$ cat config.mk
export PLATFORM = sky130hd
export DESIGN_NAME = fetch_stage
export DESIGN_NICKNAME = d
export VERILOG_FILES = /design/src/rtl/fetch_stage.sv
export SDC_FILE = /design/constraint.sdc
export NUM_CORES = 1
export LEC_CHECK = 0
export ABC_CLOCK_PERIOD_IN_PS = 4800
export CAP_MARGIN = 10
export CORE_ASPECT_RATIO = 1.4
export CORE_MARGIN = 2
export CORE_UTILIZATION = 48
export DETAILED_ROUTE_END_ITERATION = 6
export HOLD_SLACK_MARGIN = 0.05
export PLACE_DENSITY_LB_ADDON = 0.15
export SLEW_MARGIN = 0
export SYNTH_ARGS = -nofsm -noshare
export SYNTH_HDL_FRONTEND = slang
export SYNTH_SLANG_ARGS = --single-unit
$ cat constraint.sdc
create_clock -name clk -period 4.8 [get_ports clk]
set_clock_uncertainty 0.05 [all_clocks]
set_input_delay 0.96 -clock clk [delete_from_list [all_inputs] [get_ports clk]]
set_output_delay 0.96 -clock clk [all_outputs]
set_load 0.02 [all_outputs]
$ cat src/rtl/fetch_stage.sv
// Instruction fetch stage: 8-bit word-addressed PC, IF/ID pipeline register,
// j/jal predecode, stall/redirect/halt handling and a saturating fetch counter.
module fetch_stage #(
    parameter logic [7:0] RESET_PC = 8'h00
) (
    input  logic        clk,
    input  logic        rst,
    input  logic        stall,
    input  logic        halt,
    input  logic        redirect_valid,
    input  logic [7:0]  redirect_addr,
    output logic [7:0]  imem_addr,
    input  logic [31:0] imem_instr,
    output logic        ifid_valid,
    output logic [31:0] ifid_instr,
    output logic [7:0]  ifid_pc,
    output logic [7:0]  ifid_pc_plus1,
    output logic        halted,
    output logic [15:0] fetch_count
);

    typedef enum logic {
        S_RUN  = 1'b0,
        S_HALT = 1'b1
    } state_t;

    state_t      state_q, state_d;
    logic [7:0]  pc_q, pc_d;
    logic        valid_q, valid_d;
    logic [31:0] instr_q, instr_d;
    logic [7:0]  id_pc_q, id_pc_d;
    logic [7:0]  id_pc_p1_q, id_pc_p1_d;
    logic [15:0] count_q, count_d;

    logic [7:0]  pc_plus1;
    logic        is_jump;

    assign pc_plus1 = pc_q + 8'd1;
    assign is_jump  = (imem_instr[31:26] == 6'b000010) || (imem_instr[31:26] == 6'b000011);

    always_ff @(posedge clk or posedge rst) begin
        if (rst) begin
            state_q    <= S_RUN;
            pc_q       <= RESET_PC;
            valid_q    <= 1'b0;
            instr_q    <= '0;
            id_pc_q    <= '0;
            id_pc_p1_q <= '0;
            count_q    <= '0;
        end else begin
            state_q    <= state_d;
            pc_q       <= pc_d;
            valid_q    <= valid_d;
            instr_q    <= instr_d;
            id_pc_q    <= id_pc_d;
            id_pc_p1_q <= id_pc_p1_d;
            count_q    <= count_d;
        end
    end

    always_comb begin
        state_d    = state_q;
        pc_d       = pc_q;
        valid_d    = valid_q;
        instr_d    = instr_q;
        id_pc_d    = id_pc_q;
        id_pc_p1_d = id_pc_p1_q;
        count_d    = count_q;

        // Redirect wins from either state; stall/halt only matter while running.
        if (redirect_valid) begin
            state_d = S_RUN;
            pc_d    = redirect_addr;
            valid_d = 1'b0;
        end else begin
            unique case (state_q)
                S_RUN: begin
                    if (stall) begin
                        // hold everything
                    end else if (halt) begin
                        state_d = S_HALT;
                        valid_d = 1'b0;
                    end else begin
                        instr_d    = imem_instr;
                        id_pc_d    = pc_q;
                        id_pc_p1_d = pc_plus1;
                        valid_d    = 1'b1;
                        pc_d       = is_jump ? imem_instr[7:0] : pc_plus1;
                        count_d    = (count_q == 16'hFFFF) ? count_q : count_q + 16'd1;
                    end
                end
                S_HALT: begin
                    valid_d = 1'b0;
                end
                default: begin
                    state_d = S_RUN;
                end
            endcase
        end
    end

    assign imem_addr     = pc_q;
    assign ifid_valid    = valid_q;
    assign ifid_instr    = instr_q;
    assign ifid_pc       = id_pc_q;
    assign ifid_pc_plus1 = id_pc_p1_q;
    assign halted        = (state_q == S_HALT);
    assign fetch_count   = count_q;

endmodule
== Word-level counts from Yosys, hierarchy flattened ==
Cells that the tools add are included.
Cells by class
  reduce and logical (&&, ||, !) cells: 4
  muxes and demuxes: 13
  bitwise logic cells: 5
  equal/unequal tests: 7
  $add $sub $neg: 2
Operators by type and width (count)
  8-bit two-way mux: 5
  16-bit by 1-bit adder with 16-bit output, second input constant: 1
  16-bit == test, second input constant: 1
  6-bit by 2-bit == test with 1-bit output, second input constant: 2
  8-bit by 1-bit adder with 8-bit output, second input constant: 1
  1-bit two-way mux: 7
  1-bit inverter: 5
  5-bit AND reduction: 1
  2-bit by 1-bit inequality test with 1-bit output, second input constant: 2
  4-bit AND reduction: 1
  3-bit inequality test, second input constant: 1
  3-bit AND reduction: 1
  2-bit inequality test, second input constant: 1
  1-bit one-hot mux with 2 select lines: 1
  1-bit logical OR: 1
Word-level totals
  bits in registers: 74
  logic and storage cells: 38
  input bits: 45

== Logic depth before layout (Yosys ltp) ==
Gate-level depths: netlist (run 1).
  depth in word-level cells: 7
  depth in mapped cells: 6

== Least setup slack after synthesis (run 1) ==
No wires, ideal clock.
  path kind: in2reg
  from: input port redirect_valid
  to: register count_q[1] (netlist: fetch_count[1])
  buffers on the path: 1
  data arrival time: 2.171 ns
  slack: 2.454 ns
  stages on the path: 4
  path through: or4_4 buf_4 nor2_1 mux2_2
On the way
  longest elaborated chain between the ends: 2
Ends and longest elaborated chain
  from (decl): RTL line 10  | input logic redirect_valid,
  1-bit inverter (no line)
  5-bit AND reduction (no line)
  to (signal assigned): RTL line 57  | count_q <= count_d;
  to (decl): RTL line 33  | logic [15:0] count_q, count_d;
Every way passes these cells.
A chain may end at the register's enable or synchronous reset.

== Final worst setup path (run 1) ==
  from: input port redirect_valid
  to: register count_q[10] (netlist: fetch_count[10])
Same word-level chain as after synthesis.

==> results of run 1 <==
## per-stage QoR
stage / std cells / setup slack [ns]
global route: 537 / 1.43
finish: 537 / 1.62
global placement: 521 / 1.28
detailed placement: 521 / 1.25
CTS: 537 / 1.62
floorplan: 340 / 1.91
## worst max-delay path by stage
stage	start	endpoint	cells after the start
global placement	redirect_valid	fetch_count[10]$_DFFE_PP0P_	5
floorplan	rst	fetch_count[0]$_DFFE_PP0P_	1
finish	redirect_valid	fetch_count[10]$_DFFE_PP0P_	5
global route	redirect_valid	fetch_count[14]$_DFFE_PP0P_	5
detailed placement	redirect_valid	fetch_count[10]$_DFFE_PP0P_	5
CTS	redirect_valid	fetch_count[10]$_DFFE_PP0P_	5
## cell type report
class / count / area [um^2]
Fill cell: 511 / 1900
Sequential cell: 74 / 1850
Multi-Input combinational cell: 247 / 1290
Timing Repair Buffer: 121 / 1200
Clock buffer: 13 / 149
Tap cell: 74 / 92.6
Inverter: 5 / 20.0
Clock inverter: 3 / 15.0
## layer usage
metal / vias up / GRT usage, % / share of wire [%]
met4: 0 / 8.26 / 1.6
met3: 11 / 6.00 / 5.6
met5: - / 0 / 0
met1: 1362 / 30.0 / 43
met2: 88 / 36.5 / 50
li1: 1372 / - / -
## flip-flops by register name (all words and copies together), names as in the netlist
| register | count |
|---|---|
| ifid_instr | 32 |
| fetch_count | 16 |
| ifid_pc | 8 |
| ifid_pc_plus1 | 8 |
| imem_addr | 8 |
| halted | 1 |
| ifid_valid | 1 |
## critical path: stages
cell	delay, ns
clkdlybuf4s50_1	0.70
or4_4	0.99
nor3_1	0.40
nand4_1	0.16
xnor2_1	0.14
## power by group through the flow
stage	clock network [uW]	registers [uW]	logic, uW
finish	420	826	569
global route	453	839	614
CTS	424	826	575
detailed placement	0	837	573
global placement	0	831	562
floorplan	0	954	140
## placed cells by master, fill, tap and decap left out, types with 6 or more instances in the layout
| cell | netlist | final |
|---|---|---|
| nand2_1 | 135 | 135 |
| clkdlybuf4s50_1 | 0 | 118 |
| dfrtp_1 | 74 | 74 |
| o21ai_0 | 15 | 15 |
| xor2_1 | 12 | 12 |
| nand3_1 | 10 | 10 |
| nor3_1 | 10 | 10 |
| clkbuf_8 | 0 | 10 |
| nor2_1 | 9 | 9 |
| nor4_2 | 4 | 6 |
| xnor2_1 | 6 | 6 |
| a22oi_1 | 6 | 6 |
| nand4_1 | 6 | 6 |
## logic make-up (layout without fill, tap and decap cells)
logic type,after synthesis,in the layout,synth area share [%]
buf+inv,19,142,2.46
fa+ha+maj,2,2,0.780
flops,74,74,57.7
mux,5,5,1.60
simple gates,191,191,26.5
xor+xnor,18,18,4.91
compound gates,31,31,6.04
==> summary.txt, run 1 <==
Status
  • Run status: finished, final reports clean

Layout
  • Finished Cell Area: 4620 um^2
  • P&R area growth vs syn: 44.1%
  • Post-layout nets: 505
  • Inserted Diodes: 0
  • Util after Layout: 70.9%
  • Share of layout cells above drive strength 1: 6.05%

Routing
  • WL/cell: 14.9 um
  • Final wirelength: 8000 um
  • Vias post-DR: 2833
  • Vias/cell: 5.28
  • Initial DRT Pass Iterations: 4
  • Drt first-iter violations: 186
  • Antenna viol nets, final: 0
  • DRC viols: 0

Logic synthesis
  • Syn Inst Count: 340
  • Syn_area_per_cell: 9.44 um^2
  • Number of flops mapped to enable cells by yosys: 0
  • Count leader, synth: nand2_1
  • Synth area leader: dfrtp_1
  • Distinct cells, synth: 33
  • Yosys reg bits: 74
  • Yosys warning count: 0
  • Post-synth ARST share: 100%
  • Top_reg_cell synth: dfrtp_1
  • Mapped Nets: 387
  • Post-synth top area share: 57.7%
  • Post-Syn Area: 3210 um^2
  • Sequential share of the synthesized area: 57.7%
  • Top cells by area, synth: dfrtp_1, nand2_1, xor2_1
  • Top post-synthesis cells by count: nand2_1, dfrtp_1, o21ai_0

Power
  • Clk pwr share: 23.1%
  • Comb pwr share: 31.3%
  • Sw power: 603 uW
  • Leakage power total: 0.00213 uW
  • Worst vdd ir: 0.000244 V
  • Reg power frac: 45.5%
  • Switching share of power: 33.2%
  • Pwr/cell area: 393 nW/um^2
  • Design Power: 1810 uW
  • P_int: 1210 uW

Worst setup path
  • Worst reg-to-reg path cell count: 4
  • Crit path launch type: input pin
  • Critical path data arrival time: 3.36 ns
  • CP Class: input pin to flip-flop
  • Worst-path fanout max: 66
  • Worst R2R End: fetch_count[10]$_DFFE_PP0P_
  • Reg2reg start: halted$_DFF_PP0_
  • Worst path required time: 4.98 ns
  • Nature of the critical path endpoint: flip-flop
  • Reg2reg setup slack: 2.66 ns

Placed design
  • Final Wtd Congestion: 0.765
  • Area of placed instances: 4460 um^2
  • IO buf count: 118
  • DP HPWL: 5640 um

Flow run
  • Max-cap violation count: 0

Clock network
  • Clock root buffer: clkbuf_8
  • # resized after CTS: 0
  • CTS buffer count: 9
  • Clk sink count: 74
  • Clk slew on worst S/H paths: 0.08 ns
  • H-Tree Depth: 3
  • Clock buffer depth: 2
  • Post-CTS setup buffer count: 0
  • CTS tree: yes
  • CTS Hold Bufs: 0
  • Clock Latency Late Sink: 0.34 ns

Global route
  • Vias in the first global route: 2818
  • Congestion Overflow GR: 0
  • Initial antenna violation count: 0
  • Largest net degree at the start of global routing: 67
  • Overall routing resource usage: 22.9%
  • First-pass GRT wire length: 13200 um

STA
  • Final hold slack: 0.426 ns
  • Slew HR: 53.5%
  • RSZ-0062 raised after global routing: no
  • Hold Violations, Final: 0
  • Final worst-path cycle share: 66.3%
  • Tmin final: 3.18 ns
  • Final setup violation count: 0
  • Setup TNS: 0 ns
  • Max frequency: 0.314 GHz
  • Slew Limit Fails: 0
  • Slew @ Worst Pin: 0.697 ns

Worst hold path
  • Hold WC Path Type: flip-flop to flip-flop
  • Min-Delay Endpoint: ifid_instr[2]$_DFFE_PP0P_
  • Hold wc startpoint: ifid_instr[2]$_DFFE_PP0P_
  • Cells on Worst Hold Path: 2

Floorplanning
  • Die H: 101 um
  • Core Footprint: 6530 um^2
  • Initial Utilization: 49.2%
  • DIE AREA: 7370 um^2
  • Std-Cell Rows: 35
  • IO Pins: 119
  • Die width: 73.1 um
Note: power is estimated with default switching activity, not from simulation.
==> inputs of run 2 (changes only) <==
- ABC_CLOCK_PERIOD_IN_PS: 4800 -> 2900
- CORE_UTILIZATION: 48 -> 40
- clock period: 4.8 -> 2.9 ns (I/O delays scaled with it)
==> run 2 against run 1 <==
First-iteration DRC count fell by 35%. Largest cell class unchanged. Worst setup slack got worse by 1.1 ns. Largest power group unchanged. Sequential power rose by 66%. Clock-buffer cell count rose by 1. Worst hold slack worse by 0.0010 ns. Highest routed layer unchanged. Critical path type unchanged. Register-to-register slack worse by 1.9 ns.
==> summary.txt, run 2 (synthesized netlist as in run 1, its figures left out) <==
Status
  • Run status: finished, final reports clean

Routing
  • Initial DRT Pass Iterations: 4
  • Vias post-DR: 2835
  • M1 WL: 3380 um
  • DR top layer: met4
  • Drt first-iter violations: 121
  • WL/cell: 14.8 um
  • Final wirelength: 8370 um
  • Vias/cell: 5.01
  • Metal3 WL: 412 um
  • Antenna viol nets, final: 0
  • DRC viols: 0
  • Met2 WL post-DR: 4370 um

Power
  • Worst vdd ir: 0.000428 V
  • Sw power: 997 uW
  • Clk pwr share: 27.2%
  • P_int: 2190 uW
  • Leakage power total: 0.00219 uW
  • Reg power frac: 42.9%
  • Comb pwr share: 29.9%
  • Switching share of power: 31.3%
  • Pwr/cell area: 669 nW/um^2

Clock network
  • # resized after CTS: 0
  • Clk sink count: 74
  • Clock Latency Late Sink: 0.34 ns
  • Clock root buffer: clkbuf_8
  • H-Tree Depth: 3
  • Post-CTS setup buffer count: 0
  • CTS buffer count: 9
  • Clk slew on worst S/H paths: 0.07 ns
  • CTS Hold Bufs: 0
  • CTS tree: yes
  • Clock buffer depth: 2

STA
  • Max frequency: 0.426 GHz
  • Final hold slack: 0.425 ns
  • Slew HR: 57.5%
  • Slew @ Worst Pin: 0.633 ns
  • Final setup violation count: 0
  • Setup TNS: 0 ns
  • Slew Limit Fails: 0
  • RSZ-0062 raised after global routing: no
  • Tmin final: 2.35 ns
  • Final worst-path cycle share: 80.9%
  • Hold Violations, Final: 0

Worst hold path
  • Hold WC Path Type: flip-flop to flip-flop

Global route
  • First-pass GRT wire length: 13500 um
  • Congestion Overflow GR: 0
  • Initial antenna violation count: 0
  • Largest net degree at the start of global routing: 51
  • Overall routing resource usage: 20.1%
  • Vias in the first global route: 2796

Layout
  • Inserted Diodes: 0
  • Commonest non-fill, non-tap cells in the layout: nand2_1, clkdlybuf4s50_1, dfrtp_1
  • Finished Cell Area: 4770 um^2
  • Commonest non-fill, non-tap cell in the layout: nand2_1
  • P&R area growth vs syn: 48.6%
  • Filler cells: 670
  • Max reg flops: 32
  • Share of layout cells above drive strength 1: 7.30%
  • Post-layout nets: 509
  • Util after Layout: 61.5%

Worst setup path
  • Nature of the critical path endpoint: flip-flop
  • Largest delay contributor family on the critical path: simple AND/OR/NAND/NOR gates
  • Worst-path fanout max: 23
  • Worst path required time: 3.11 ns
  • Crit path launch type: input pin
  • Buffers plus inverters on the worst setup path: 2
  • Slowest CP cell: or4_4
  • CP Class: input pin to flip-flop
  • Slowest cell delay on critical path: 0.69 ns
  • CP cell instances: clkdlybuf4s50_1 > or4_4 > buf_4 > nor4_2 > xor2_1
  • Critical path data arrival time: 2.55 ns

Floorplanning
  • Core Footprint: 7750 um^2
  • IO Pins: 119
  • Die width: 79.7 um
  • Std-Cell Rows: 38
  • DIE AREA: 8770 um^2
  • Die H: 110 um
  • Initial Utilization: 41.4%

Placed design
  • Final Wtd Congestion: 0.776
  • Area of placed instances: 4550 um^2
  • IO buf count: 118
  • DP HPWL: 5970 um

Flow run
  • Max-cap violation count: 0
-- run 2: cell count changes in the layout (fill, tap and decap cells not counted) --
cell	delta
clkbuf_1	-3
buf_12	+2
clkbuf_8	+4
buf_4	+2
clkinv_2	-3
bufinv_16	+1
-- run 2: worst paths after layout --
path	cells past startpoint	slack, ns	startpoint	end
min in group asynchronous	2	0.57	rst	ifid_instr[23]$_DFFE_PP0P_
worst max register to register	6	0.73	fetch_count[0]$_DFFE_PP0P_	fetch_count[5]$_DFFE_PP0P_
max in group asynchronous	3	1.59	rst	fetch_count[12]$_DFFE_PP0P_
worst min-delay path	2	0.43	ifid_instr[28]$_DFFE_PP0P_	ifid_instr[28]$_DFFE_PP0P_
worst min register to register	2	0.43	ifid_instr[28]$_DFFE_PP0P_	ifid_instr[28]$_DFFE_PP0P_
worst max-delay path	5	0.55	stall	fetch_count[9]$_DFFE_PP0P_
-- run 2: final cells by class --
type,instances,area [um^2],area share [%]
Clock buffer,14,193,4.04
Clock inverter,1,30.0,0.630
Inverter,5,20.0,0.420
Multi-Input combinational cell,247,1290,27.1
Sequential cell,74,1850,38.8
Tap cell,100,125,2.62
Timing Repair Buffer,125,1260,26.4
-- run 2: power groups by stage --
stage,Combinational [uW],Clock [uW],Sequential [uW]
after global placement,950,0,1380
after floorplan,232,0,1580
after global routing,1030,925,1390
final,952,868,1370
after CTS,968,889,1370
after detailed placement,962,0,1390
-- run 2: per-stage QoR --
step                      total power (uW)  std cells  setup WS (ns)
after detailed placement              2350        551          0.217
after floorplan                       1810        340          0.388
after global placement                2330        551          0.265
after CTS                             3230        566          0.587
final                                 3190        566          0.555
after global routing                  3350        566          0.470
-- run 2: tightest hold or removal path: stages (launching register included) --
cell and delay (ns):
dfrtp_1 0.34, nand2_1 0.05, nand2_1 0.05
-- run 2: per-layer routing --
metal,up-vias,GRT usage [%]
li1,1375,-
met1,1368,24.7
met2,79,32.8
met3,13,3.75
met4,0,12.3
met5,-,0
